File: config.mk
export PLATFORM = sky130hd
export DESIGN_NAME = receive_buff_ctrl
export DESIGN_NICKNAME = d
export VERILOG_FILES = /design/src/rtl/receive_buff_ctrl.sv
export SDC_FILE = /design/constraint.sdc
export NUM_CORES = 1
export LEC_CHECK = 0
export CAP_MARGIN = 10
export CORE_MARGIN = 3
export CORE_UTILIZATION = 47
export CTS_BUF_LIST = sky130_fd_sc_hd__clkbuf_2
export DETAILED_ROUTE_END_ITERATION = 16
export PLACE_DENSITY = 0.95
export SLEW_MARGIN = 20
export SYNTH_ARGS = -nofsm -noshare
export SYNTH_HDL_FRONTEND = slang
export SYNTH_SLANG_ARGS = --single-unit
File: constraint.sdc
create_clock -name clk -period 3 [get_ports clk]
set_input_delay 0.6 -clock clk [delete_from_list [all_inputs] [get_ports clk]]
set_output_delay 0.6 -clock clk [all_outputs]
set_load 0.05 [all_outputs]
File: src/rtl/receive_buff_ctrl.sv
// receive_buff_ctrl: arbitrates the receive buffer port between NoC ingress writes and core tag reads.
module receive_buff_ctrl #(
    parameter int DATA_WIDTH = 8,
    parameter int TAG_WIDTH  = 8,
    parameter int MAX_RETRY  = 4
) (
    input  logic                  clk,
    input  logic                  rst_n,
    input  logic                  net_valid,
    input  logic [TAG_WIDTH-1:0]  net_tag,
    input  logic [DATA_WIDTH-1:0] net_data,
    output logic                  net_ready,
    input  logic                  core_req,
    input  logic [TAG_WIDTH-1:0]  core_tag,
    output logic                  core_ack,
    output logic [DATA_WIDTH-1:0] core_data,
    output logic                  core_err,
    output logic                  rb_ren,
    output logic                  rb_wen,
    output logic [TAG_WIDTH-1:0]  rb_tag,
    output logic [DATA_WIDTH-1:0] rb_data,
    input  logic                  rb_empty,
    input  logic                  rb_full,
    input  logic                  rb_hit,
    input  logic [DATA_WIDTH-1:0] rb_data_out,
    output logic                  busy
);
    typedef enum logic [1:0] {IDLE, WR, RD, RESP} state_t;
    state_t                  state;
    logic                    last_wr;
    logic [3:0]              retry_cnt;
    logic [TAG_WIDTH-1:0]    tag_q;
    logic [DATA_WIDTH-1:0]   data_q;
    logic                    wr_el, rd_el, grant_wr, grant_rd, last_try;
    // a tie goes to whichever side was not granted last
    always_comb begin
        wr_el    = net_valid && !rb_full;
        rd_el    = core_req && !rb_empty;
        grant_wr = state == IDLE && wr_el && (!rd_el || !last_wr);
        grant_rd = state == IDLE && rd_el && !grant_wr;
        last_try = retry_cnt + 4'd1 == 4'(MAX_RETRY);
    end
    assign net_ready = rst_n && grant_wr;
    assign rb_tag    = tag_q;
    assign rb_data   = data_q;
    always_ff @(posedge clk or negedge rst_n) begin
        if (!rst_n) begin
            state     <= IDLE;
            last_wr   <= 1'b0;
            retry_cnt <= '0;
            tag_q     <= '0;
            data_q    <= '0;
            rb_wen    <= 1'b0;
            rb_ren    <= 1'b0;
            core_ack  <= 1'b0;
            core_err  <= 1'b0;
            core_data <= '0;
            busy      <= 1'b0;
        end else begin
            rb_wen   <= 1'b0;
            rb_ren   <= 1'b0;
            core_ack <= 1'b0;
            case (state)
                IDLE: begin
                    if (grant_wr) begin
                        tag_q   <= net_tag;
                        data_q  <= net_data;
                        rb_wen  <= 1'b1;
                        last_wr <= 1'b1;
                        busy    <= 1'b1;
                        state   <= WR;
                    end else if (grant_rd) begin
                        tag_q   <= core_tag;
                        rb_ren  <= 1'b1;
                        last_wr <= 1'b0;
                        busy    <= 1'b1;
                        state   <= RD;
                    end
                end
                WR: begin
                    busy  <= 1'b0;
                    state <= IDLE;
                end
                RD: begin
                    if (rb_hit) begin
                        core_data <= rb_data_out;
                        core_err  <= 1'b0;
                        core_ack  <= 1'b1;
                        state     <= RESP;
                    end else begin
                        retry_cnt <= retry_cnt + 4'd1;
                        core_data <= last_try ? '0 : core_data;
                        core_err  <= last_try;
                        core_ack  <= last_try;
                        busy      <= last_try;
                        state     <= last_try ? RESP : IDLE;
                    end
                end
                RESP: begin
                    retry_cnt <= '0;
                    core_err  <= 1'b0;
                    busy      <= 1'b0;
                    state     <= IDLE;
                end
            endcase
        end
    end
endmodule

==> flow_metrics.env, run 1 <==
export IMPL_dr_pass1_iters=4
export IMPL_cts_sinks=36
export IMPL_tightest_slew_ps=634
export IMPL_grt_pass1_vias=1480
export IMPL_finalMaxSlewViolations=0
export IMPL_cp_arrival_ps=1970
export IMPL_cts_tree="yes"
export IMPL_rsz0062_at_grt="no"
export IMPL_worst_path_max_delay_cell="dfrtp_1"
export IMPL_synthFlopType="dfrtp_1"
export IMPL_postRouteAntennaNets=0
export IMPL_wirelength_met1_mm=1.63
export IMPL_setup_tns_ps=0
export IMPL_vias=1396
export IMPL_synth_seq_cells=36
export IMPL_crit_family="simple AND/OR/NAND/NOR gates"
export IMPL_numCtsBuffers=5
export IMPL_clk_pin_slew_ps=190
export IMPL_fillCellCount=211
export IMPL_wire_per_inst_um=16.7
export IMPL_drc=0
export IMPL_yosys_area_top_type="dfrtp_1"
export IMPL_ios=69
export IMPL_h_tree_depth=2
export IMPL_endpoint="net_ready"
export IMPL_crit_buf_inv=1
export IMPL_skew_ps=22.5
export IMPL_post_route_min_period_ps=2570
export IMPL_required_ps=2400
export IMPL_relSlewSlack_pct=57.8
export IMPL_synth_top_area_share_pct=55.2
export IMPL_ys_types=28
export IMPL_fmax_mhz=390
export IMPL_ys_seq_area_share_pct=55.2
export IMPL_cp_depth=4
export IMPL_async_reset_ff_share_pct=100
export IMPL_instances_no_fill=250
export IMPL_fin_crit_sh_pct=85.5
export IMPL_portBuffers=68
export IMPL_final_cell_mix="clkdlybuf4s50_1 (66), dfrtp_1 (36), inv_1 (12), a22o_1 (12)"
export IMPL_met2_length_mm=2.18
export IMPL_place_inst=242
export IMPL_cts_root_buf="clkbuf_2"
export IMPL_diodes=0
export IMPL_routabilityCongestion=0.745
export IMPL_die_area_sq_um=4210
export IMPL_drive_gt1_share_pct=11.7
export IMPL_crit_type="flip-flop to output port"
export IMPL_grt_pass1_wl_mm=7.20
export IMPL_wirelength_mm=4.17
export IMPL_status="complete, no violations"
export IMPL_std_cell_rows=20
export IMPL_yosysWarnings=0
export IMPL_synth_edf_count=0
export IMPL_die_h_um=64.9
export IMPL_die_w_um=64.9
export IMPL_grt_max_degree=37
export IMPL_post_cts_resized=0
export IMPL_fin_nets=245
export IMPL_maxCapViolations=0
export IMPL_netlist_area_sq_um=1630
export IMPL_hold_viol=0
export IMPL_reg2reg_to="rb_data[7]"
export IMPL_finalSetupViolCount=0
export IMPL_start_util_pct=51.3
export IMPL_antenna_found_initial=0
export IMPL_startpoint_type="flip-flop"
export IMPL_final_common_cell="clkdlybuf4s50_1"
export IMPL_vdd_drop_max_mv=0.744
export IMPL_rrSetupSlack_ps=1050
export IMPL_regArea_sq_um=901
export IMPL_clk_path_buf_depth=2
export IMPL_cpPeakStageDelay_ps=500
export IMPL_synth_area_leaders="dfrtp_1 (55%), mux2_4 (6.4%), a22o_1 (6.4%), a2111oi_0 (4.3%), a211oi_1 (3.7%)"
export IMPL_gr_total_overflow=0
export IMPL_post_dp_hpwl_mm=3.16
export IMPL_critical_path_startpoint="state[1]"
export IMPL_ctsHoldBuffers=0
export IMPL_wl_met3_um=307
export IMPL_syn_inst=134
export IMPL_crit_chain="or2_1 -> nor3_4 -> and2_1 -> buf_12"
export IMPL_r2r_cells=4
export IMPL_core_sq_um=3180
export IMPL_avgSynthCellArea_sq_um=12.2
export IMPL_endpoint_kind="output port"
export IMPL_mappedNetlistNets=174
export IMPL_p_per_area_nw_per_um2=1090
export IMPL_track_usage_pct=22.1
export IMPL_cts_setup_buffers=0
export IMPL_avgViaCountPerCell=5.58
export IMPL_insertion_delay_ps=380
export IMPL_multiInputGateArea_sq_um=627
export IMPL_highest_layer="met4"
export IMPL_p_leak_uw=0.00105
export IMPL_reg2reg_from="state[1]"
export IMPL_drt_iter0_drc=88
export IMPL_min_path_type="input pin to asynchronous set/reset pin"
export IMPL_area_delta_synth_final_pct=46.5
export IMPL_crit_fanout=19
sequential cells by signal, indices dropped and copies added (netlist names):
signal     cells
core_data      8
rb_data        8
rb_tag         8
retry_cnt      4
state          2
busy           1
core_ack       1
core_err       1
last_wr        1
rb_ren         1
rb_wen         1
cell type report:
class / instances / area share (%)
Timing Repair Buffer: 73 / 30.3
Inverter: 12 / 1.88
Multi-Input combinational cell: 77 / 26.2
Sequential cell: 36 / 37.7
Clock inverter: 3 / 0.576
Clock buffer: 5 / 1.05
Tap cell: 44 / 2.30
metal layers:
| layer | GRT usage, % | vias to the layer above |
|---|---|---|
| met3 | 5.03 | 11 |
| met4 | 8.18 | 0 |
| li1 | - | 641 |
| met1 | 27.5 | 670 |
| met2 | 37.3 | 74 |
| met5 | 0 | - |
metrics by stage:
| stage | hold WS (ps) | area [sq um] | worst slack, ps | power, uW | utilization, % |
|---|---|---|---|---|---|
| 2_1_floorplan | 304 | 1630 | 760 | 1890 | - |
| 3_3_place_gp | 486 | 2350 | 683 | 2340 | 74.0 |
| 3_5_place_dp | 490 | 2350 | 656 | 2390 | 74.0 |
| 4_1_cts | 269 | 2390 | 435 | 2600 | 75.2 |
| 5_1_grt | 268 | 2390 | 261 | 2730 | 75.2 |
| 6_report | 253 | 2390 | 435 | 2600 | 75.2 |
worst min path at each step:
stage                       from            to
floorplan                  rst_n          busy
global placement    core_data[5]  core_data[5]
detailed placement  core_data[5]  core_data[5]
CTS                        rst_n     rb_tag[4]
global route               rst_n      state[0]
finish                     rst_n      state[0]
Yosys cell counts, types with 3 or more instances:
library cell and number:
a2111oi_0 8, a22o_1 12, buf_6 3, nor4_1 8, inv_1 12, dfrtp_1 36, nand2b_1 3, nor2b_1 4
o21ai_0 5, a211oi_1 8, nor2_1 6, clkbuf_1 3, mux2_4 7
kinds of logic (layout without fill, tap and decap cells):
logic type / count (synthesis) / after routing / share of synthesized area, %
adder cells (fa/ha/maj): 1 / 1 / 0.767
flip-flops: 36 / 36 / 55.2
buffers and inverters: 21 / 93 / 6.36
multiplexers: 10 / 10 / 8.44
AND/OR/NAND/NOR: 28 / 28 / 10.9
AO/OA/AOI/OAI: 38 / 38 / 18.3
report_power, final:
part,switching (uW),internal [uW]
Sequential,146,693
Combinational,967,581
Clock,157,52.2
Note: power is estimated with default switching activity, not from simulation.
==> run 2: changes to the inputs <==
PLACE_DENSITY = not set   (was 0.95)
PLACE_DENSITY_LB_ADDON = 0.08   (was not set)
==> flow_metrics.env, run 2 (synthesis results as in run 1) <==
export IMPL_avgViaCountPerCell=5.47
export IMPL_drt_iter0_drc=90
export IMPL_cpPeakStageDelay_ps=500
export IMPL_vias=1362
export IMPL_finalMaxSlewViolations=0
export IMPL_fmax_mhz=389
export IMPL_relSlewSlack_pct=57.7
export IMPL_die_h_um=64.9
export IMPL_ios=69
export IMPL_clk_path_buf_depth=2
export IMPL_startpoint_type="flip-flop"
export IMPL_p_int_uw=1320
export IMPL_clk_pin_slew_ps=170
export IMPL_worst_path_max_delay_cell="dfrtp_1"
export IMPL_whs_ps=271
export IMPL_place_area_sq_um=2350
export IMPL_rrSetupSlack_ps=1070
export IMPL_dr_pass1_iters=4
export IMPL_grt_pass1_vias=1409
export IMPL_cts_sinks=36
export IMPL_wire_per_inst_um=16.3
export IMPL_core_sq_um=3180
export IMPL_cp_arrival_ps=1970
export IMPL_r2r_cells=4
export IMPL_portBuffers=68
export IMPL_fin_crit_sh_pct=85.8
export IMPL_final_cell_mix="clkdlybuf4s50_1 (66), dfrtp_1 (36), inv_1 (12), a22o_1 (12)"
export IMPL_grt_max_degree=37
export IMPL_post_cts_resized=0
export IMPL_postRouteAntennaNets=0
export IMPL_diodes=0
export IMPL_min_path_type="input pin to asynchronous set/reset pin"
export IMPL_tightest_slew_ps=634
export IMPL_fin_nets=245
export IMPL_numCtsBuffers=5
export IMPL_p_per_area_nw_per_um2=1080
export IMPL_start_util_pct=51.3
export IMPL_setup_tns_ps=0
export IMPL_final_core_util_pct=75.0
export IMPL_antenna_found_initial=0
export IMPL_required_ps=2400
export IMPL_post_dp_hpwl_mm=2.97
export IMPL_vdd_drop_max_mv=0.684
export IMPL_skew_ps=6.86
export IMPL_cts_tree="yes"
export IMPL_grt_pass1_wl_mm=6.85
export IMPL_p_leak_uw=0.00104
export IMPL_drc=0
export IMPL_std_cell_rows=20
export IMPL_routabilityCongestion=0.735
export IMPL_insertion_delay_ps=370
export IMPL_h_tree_depth=2
export IMPL_area_delta_synth_final_pct=46.1
export IMPL_final_common_cell="clkdlybuf4s50_1"
export IMPL_crit_chain="or2_1 -> nor3_4 -> and2_1 -> buf_12"
export IMPL_fillCellCount=243
export IMPL_share_seq_of_total_power_pct=32.4
export IMPL_crit_fanout=19
export IMPL_p_sw_uw=1250
export IMPL_finalSetupViolCount=0
export IMPL_die_area_sq_um=4210
export IMPL_hold_viol=0
export IMPL_cts_root_buf="clkbuf_2"
export IMPL_reg2reg_from="state[1]"
export IMPL_track_usage_pct=21.3
export IMPL_p_sw_share_pct=48.6
export IMPL_ctsHoldBuffers=0
export IMPL_crit_type="flip-flop to output port"
export IMPL_reg2reg_to="rb_data[7]"
export IMPL_p_comb_share_pct=59.6
export IMPL_gr_total_overflow=0
export IMPL_stdcell_area_sq_um=2380
export IMPL_die_w_um=64.9
export IMPL_wirelength_mm=4.06
export IMPL_pwr_share_clk_pct=8.0
export IMPL_rsz0062_at_grt="no"
export IMPL_post_route_min_period_ps=2570
export IMPL_status="complete, no violations"
export IMPL_drive_gt1_share_pct=10.7
export IMPL_critical_path_startpoint="state[1]"
export IMPL_maxCapViolations=0
export IMPL_cts_setup_buffers=0
export IMPL_endpoint_kind="output port"
==> run 2: changes by cell type in the layout (fill, tap and decap cells not counted) <==
cell      before  now
clkinv_1       1    2
clkinv_2       2    0
==> run 2: critical path: cells and delay by family, from the launching register on <==
family,cells,cell delay [ps]
buffers and inverters,1,140
flip-flops,1,500
AND/OR/NAND/NOR,3,950
==> run 2: layer usage <==
| layer | GRT usage, % | up-vias | wire length (um) |
|---|---|---|---|
| met4 | 6.33 | 0 | 47 |
| li1 | - | 642 | - |
| met2 | 36.4 | 49 | 2050 |
| met1 | 26.0 | 665 | 1690 |
| met5 | 0 | - | 0 |
| met3 | 6.24 | 6 | 274 |
==> run 2: power groups by stage <==
stage | logic, uW | registers, uW | clock network (uW)
3_3_place_gp | 1510 | 830 | 0
4_1_cts | 1540 | 834 | 208
2_1_floorplan | 468 | 1420 | 0
5_1_grt | 1620 | 866 | 231
6_report | 1530 | 834 | 205
3_5_place_dp | 1540 | 843 | 0
==> run 2: area by class of cell <==
| class | instances | area, sq um | share of cell area, % |
|---|---|---|---|
| inverters | 12 | 45.0 | 1.89 |
| well taps | 44 | 55.1 | 2.31 |
| clock buffers | 5 | 25.0 | 1.05 |
| multi-input cells | 77 | 627 | 26.3 |
| clock inverters | 2 | 7.51 | 0.315 |
| flip-flops and latches | 36 | 901 | 37.8 |
| repair buffers | 73 | 723 | 30.3 |
==> run 2: through the flow <==
step	total power, uW	setup WS [ps]	instances
CTS	2590	419	249
global placement	2340	676	242
global route	2710	321	249
floorplan	1890	760	134
finish	2570	426	249
detailed placement	2380	667	242
==> run 2: how the worst max path moves through the flow <==
stage,endpoint,slack (ps),cells after the start
2_1_floorplan,net_ready,760,6
3_3_place_gp,net_ready,680,5
3_5_place_dp,net_ready,670,5
4_1_cts,net_ready,420,4
5_1_grt,net_ready,320,4
6_report,net_ready,430,4
